--- src/rtl/stopwatch_ctl.sv ---
// MM:SS BCD stopwatch feeding the 4-digit display scanner, with run/pause, lap freeze and clear.
// Build option: define STOPWATCH_WRAP_EN to wrap 59:59 -> 00:00 instead of saturating with a forced pause.
module stopwatch_ctl #(
  parameter int unsigned TICK_DIV = 100000000,
  parameter int unsigned PRE_W    = 27
) (
  input  logic       clk,
  input  logic       rst_n,
  input  logic       start_stop,
  input  logic       lap,
  input  logic       clear,
  output logic [3:0] digit3,
  output logic [3:0] digit2,
  output logic [3:0] digit1,
  output logic [3:0] digit0,
  output logic       running,
  output logic       lap_active,
  output logic       overflow
);

`ifdef STOPWATCH_WRAP_EN
  localparam bit WRAP_EN = 1'b1;
`else
  localparam bit WRAP_EN = 1'b0;
`endif

  localparam logic [PRE_W-1:0] PRE_LAST = PRE_W'(TICK_DIV - 1);

  typedef enum logic [1:0] {IDLE, RUN, PAUSE} state_t;

  state_t           state, state_nxt;
  logic [PRE_W-1:0] pre;
  logic [3:0]       sec_ones, sec_tens, min_ones, min_tens;
  logic [3:0]       sec_ones_nxt, sec_tens_nxt, min_ones_nxt, min_tens_nxt;
  logic [3:0]       snap_so, snap_st, snap_mo, snap_mt;
  logic             running_nxt;
  logic             tick_c, at_max_c, ovf_event_c, lap_toggle_c;

  assign tick_c       = (state == RUN) && (pre == PRE_LAST);
  assign at_max_c     = (min_tens == 4'd5) && (min_ones == 4'd9) &&
                        (sec_tens == 4'd5) && (sec_ones == 4'd9);
  assign ovf_event_c  = tick_c && at_max_c;
  assign lap_toggle_c = lap && (state != IDLE);

  // State register
  always_ff @(posedge clk) begin
    if (!rst_n) state <= IDLE;
    else        state <= state_nxt;
  end

  // Next-state logic; clear dominates all other pulses
  always_comb begin
    state_nxt = state;
    if (clear) begin
      state_nxt = IDLE;
    end else begin
      case (state)
        IDLE:    if (start_stop) state_nxt = RUN;
        RUN: begin
          if (start_stop)                 state_nxt = PAUSE;
          else if (ovf_event_c && !WRAP_EN) state_nxt = PAUSE;
        end
        PAUSE:   if (start_stop && !(overflow && !WRAP_EN)) state_nxt = RUN;
        default: state_nxt = IDLE;
      endcase
    end
  end

  // FSM outputs (registered below)
  always_comb begin
    running_nxt = 1'b0;
    if (state_nxt == RUN) running_nxt = 1'b1;
  end

  // BCD increment with carry chain; saturation holds 59:59 when wrap is off
  always_comb begin
    sec_ones_nxt = sec_ones;
    sec_tens_nxt = sec_tens;
    min_ones_nxt = min_ones;
    min_tens_nxt = min_tens;
    if (tick_c && !(at_max_c && !WRAP_EN)) begin
      if (sec_ones != 4'd9) begin
        sec_ones_nxt = sec_ones + 4'd1;
      end else begin
        sec_ones_nxt = 4'd0;
        if (sec_tens != 4'd5) begin
          sec_tens_nxt = sec_tens + 4'd1;
        end else begin
          sec_tens_nxt = 4'd0;
          if (min_ones != 4'd9) begin
            min_ones_nxt = min_ones + 4'd1;
          end else begin
            min_ones_nxt = 4'd0;
            if (min_tens != 4'd5) min_tens_nxt = min_tens + 4'd1;
            else                  min_tens_nxt = 4'd0;
          end
        end
      end
    end
  end

  // Datapath registers; clear behaves exactly like reset
  always_ff @(posedge clk) begin
    if (!rst_n || clear) begin
      pre        <= '0;
      sec_ones   <= 4'd0;
      sec_tens   <= 4'd0;
      min_ones   <= 4'd0;
      min_tens   <= 4'd0;
      snap_so    <= 4'd0;
      snap_st    <= 4'd0;
      snap_mo    <= 4'd0;
      snap_mt    <= 4'd0;
      lap_active <= 1'b0;
      overflow   <= 1'b0;
      running    <= 1'b0;
      digit3     <= 4'd0;
      digit2     <= 4'd0;
      digit1     <= 4'd0;
      digit0     <= 4'd0;
    end else begin
      if (state == IDLE && state_nxt == RUN) pre <= '0;
      else if (state == RUN)                 pre <= tick_c ? '0 : pre + PRE_W'(1);

      sec_ones <= sec_ones_nxt;
      sec_tens <= sec_tens_nxt;
      min_ones <= min_ones_nxt;
      min_tens <= min_tens_nxt;

      // Snapshot is taken from the pre-tick time on the freeze edge
      if (lap_toggle_c) begin
        lap_active <= !lap_active;
        if (!lap_active) begin
          snap_so <= sec_ones;
          snap_st <= sec_tens;
          snap_mo <= min_ones;
          snap_mt <= min_tens;
        end
      end

      if (ovf_event_c) overflow <= 1'b1;
      running <= running_nxt;

      digit3 <= lap_active ? snap_mt : min_tens;
      digit2 <= lap_active ? snap_mo : min_ones;
      digit1 <= lap_active ? snap_st : sec_tens;
      digit0 <= lap_active ? snap_so : sec_ones;
    end
  end

endmodule

--- config.mk ---
export PLATFORM = sky130hd
export DESIGN_NAME = stopwatch_ctl
export DESIGN_NICKNAME = d
export VERILOG_FILES = /design/src/rtl/stopwatch_ctl.sv
export SDC_FILE = /design/constraint.sdc
export NUM_CORES = 1
export LEC_CHECK = 0
export ABC_CLOCK_PERIOD_IN_PS = 5500
export CAP_MARGIN = 20
export CORE_AREA = 2 2 97 99
export DETAILED_ROUTE_END_ITERATION = 10
export DIE_AREA = 0 0 99 101
export DONT_BUFFER_PORTS = 1
export GPL_TIMING_DRIVEN = 1
export SLEW_MARGIN = 20
export SYNTH_ARGS = -nofsm -noshare
export SYNTH_HDL_FRONTEND = slang
export SYNTH_SLANG_ARGS = --single-unit
--- constraint.sdc ---
create_clock -name clk -period 5.5 [get_ports clk]
set_input_delay 1.1 -clock clk [delete_from_list [all_inputs] [get_ports clk]]
set_output_delay 1.1 -clock clk [all_outputs]
set_load 0.01 [all_outputs]
==> run_results.csv <==
group,metric,value,unit
global_route,grt.overflow.total,0,
finish,diodes,0,
worst_setup_path,critical-path-top-delay-family,"simple AND/OR/NAND/NOR gates",
clock_network,ctsResizeCount,0,
worst_setup_path,slowest_stage,"or4_4",
synthesis,yosysUniqueCellTypes,51,
clock_network,h-tree-depth,3,
sta,worst_pin_slew,1.02,ns
route,drtPass1Iterations,4,
die,fp.dieW,99,µm
global_route,grt_pass1_wl,11700,µm
sta,post-route-period-util,0.493,
die,coreArea,8980,µm²
worst_setup_path,max_stage_delay,0.67,ns
die,die_y,101,µm
worst_setup_path,cp_data_required_time,5.70,ns
synthesis,synth-edff-count,0,
finish,fin_util,0.425,
sta,setup_viol,0,
finish,layout_common_cells,"dfxtp_1 (80), nor2_1 (56), nand2_1 (53), a21oi_1 (33)",
clock_network,cts_buffers,9,
die,ioPinCount,24,
sta,relSlewSlack,0.315,
worst_setup_path,cp-startpoint,"pre[0]",
clock_network,clock_sinks,80,
synthesis,synth_fp_nets,408,
synthesis,ys_warn_count,0,
route,drt_wl_total,6820,µm
route,drc,0,
worst_setup_path,cp.arrival,2.91,ns
global_route,grt_pass1_vias,2444,
finish,synthToLayoutAreaGrowth,8.65,%
clock_network,cts_buffer_depth,2,
synthesis,netlist_instances,402,
worst_setup_path,reg2regPathDepth,6,
clock_network,post_cts_buffers,0,
worst_setup_path,setup.worst_path.class,"reg -> reg",
place,place_hpwl,4510,µm
worst_setup_path,rrSetupSlack,2.79,ns
synthesis,synth-main-ff-cell,"dfxtp_1",
sta,maxSlewViolCount,0,
finish,nets,402,
sta,whs,0.456,ns
clock_network,holdBufCountCts,0,
worst_setup_path,cp.depth,6,
worst_setup_path,worst-path-buf-inv,0,
clock_network,clockRootBuffer,"clkbuf_8",
sta,fin_skew,0.0132,ns
synthesis,syn-cell-area,3510,µm²
worst_setup_path,cp-start-kind,"register",
route,drtIter0Drc,91,
status,outcome,"completed",
run,drv_cap,0,
worst_setup_path,r2r_end,"pre[24]",
global_route,antenna_found_initial,0,
pwr,finalPower,1090,µW
finish,num-fill-cells,875,
place,io_buffers,0,
pwr,cellLeakagePower,0.00117,µW
sta,fin_crit,2.71,ns
sta,setup_tns,0,ns
route,vias_per_cell,5.32,
clock_network,cts_tree,"yes",
die,dieArea,10000,µm²
worst_setup_path,critPathCaptureType,"register",
sta,rsz0062_at_grt,"no",
synthesis,ys_seq_area_frac,0.456,
die,rows,35,
sta,max_freq,369,MHz
synthesis,async_flop_share,0,
pwr,ir_worst_vdd,162,µV
global_route,globalRouteTotalUtil,0.144,
place,routabilityCongestion,0.771,
finish,final_common_cell,"dfxtp_1",
worst_setup_path,path_cells,"ha_1 > and4b_2 > nand4_2 > or4_4 > nand2b_1 > nor2_1",
worst_setup_path,crit_end,"pre[24]",
pwr,powerDensity,285,nW/µm²
synthesis,ys_ff_latch,80,
worst_hold_path,worstHoldPathType,"reg -> reg",
worst_setup_path,rr_startpoint,"pre[0]",
route,route.vias.total,2723,
worst_setup_path,worstPathMaxFanout,20,
global_route,grt_max_degree,55,
synthesis,syn_avg_cell_area,8.74,µm²
finish,layout-drive-gt1-share,0.0923,
route,drtAntennaViolNets,0,
die,initial_utilization,0.391,
sta,hold_viol,0,
route,post_drt_wl_per_cell,13.3,µm
clock_network,clock_latency,0.35,ns
clock_network,path_clk_slew,0.08,ns
## how the worst min path moves through the flow
stage	startpoint	to	slack [ns]	cells past startpoint
floorplan	snap_mo[0]	snap_mo[0]	0.44	2
detailed placement	snap_st[0]	snap_st[0]	0.45	2
global route	snap_mt[2]	snap_mt[2]	0.48	2
finish	snap_mo[1]	snap_mo[1]	0.46	2
CTS	snap_mt[0]	snap_mt[0]	0.46	2
global placement	snap_mo[3]	snap_mo[3]	0.44	2
## layer usage
layer | vias to the layer above | wire length (µm) | part of all wire | GRT usage
met2 | 47 | 3220 | 0.47 | 0.231
met5 | - | 0 | 0 | 0
met1 | 1280 | 3310 | 0.49 | 0.187
met3 | 4 | 243 | 0.036 | 0.0485
li1 | 1392 | - | - | -
met4 | 0 | 53 | 0.0078 | 0.0379
## state kept, by name, indices dropped and copies added, names as in the netlist
name        count
sec_ones        4
digit1          4
snap_mo         4
min_tens        4
digit2          4
running         1
digit3          4
sec_tens        4
snap_st         4
state           2
snap_mt         4
pre            27
min_ones        4
snap_so         4
lap_active      1
overflow        1
digit0          4
## synth_stat cells, types with 5 or more instances
cell type | count | area (µm²)
nor3_1 | 5 | 25.0
and3_1 | 6 | 37.5
nor2_1 | 56 | 210
xnor2_1 | 7 | 61.3
dfxtp_1 | 80 | 1600
xor2_1 | 20 | 175
mux2i_1 | 20 | 200
nand3_1 | 10 | 50.1
nand2_1 | 53 | 199
and4_1 | 5 | 43.8
clkbuf_1 | 13 | 48.8
inv_1 | 9 | 33.8
nand4_1 | 12 | 75.1
nor4_1 | 11 | 68.8
a21oi_1 | 33 | 165
## final cells by class
| class | count | area, µm² | share of cell area |
|---|---|---|---|
| Multi-Input combinational cell | 292 | 1790 | 0.468 |
| Sequential cell | 80 | 1600 | 0.420 |
| Tap cell | 111 | 139 | 0.0364 |
| Clock buffer | 10 | 138 | 0.0361 |
| Clock inverter | 6 | 90.1 | 0.0236 |
| Inverter | 9 | 33.8 | 0.00885 |
| Timing Repair Buffer | 4 | 30.0 | 0.00787 |
## tightest hold or removal path, cell delays in order, from the launching register on
cell and delay [ns]:
dfxtp_1 0.31, nand2_1 0.05, a21oi_1 0.05
## kinds of logic after synthesis
family	synth area share
mux	0.0570
xor+xnor	0.0673
fa+ha+maj	0.00356
flops	0.456
compound gates	0.0894
buf+inv	0.0367
simple gates	0.290
## through the flow
step / area [µm²] / cells / setup WS (ns)
after detailed placement: 3590 / 496 / 2.68
after CTS: 3820 / 512 / 2.74
final: 3820 / 512 / 2.79
after floorplan: 3510 / 402 / 3.30
after global routing: 3820 / 512 / 2.58
after global placement: 3590 / 496 / 2.75
## report_power, final
part	switching, µW	leakage [µW]	internal, µW
sequential	1.45	0.000644	580
clock	217	0.000113	270
combinational	15.9	0.000411	4.10
total	234	0.00117	853
Note: power is estimated with default switching activity, not from simulation.
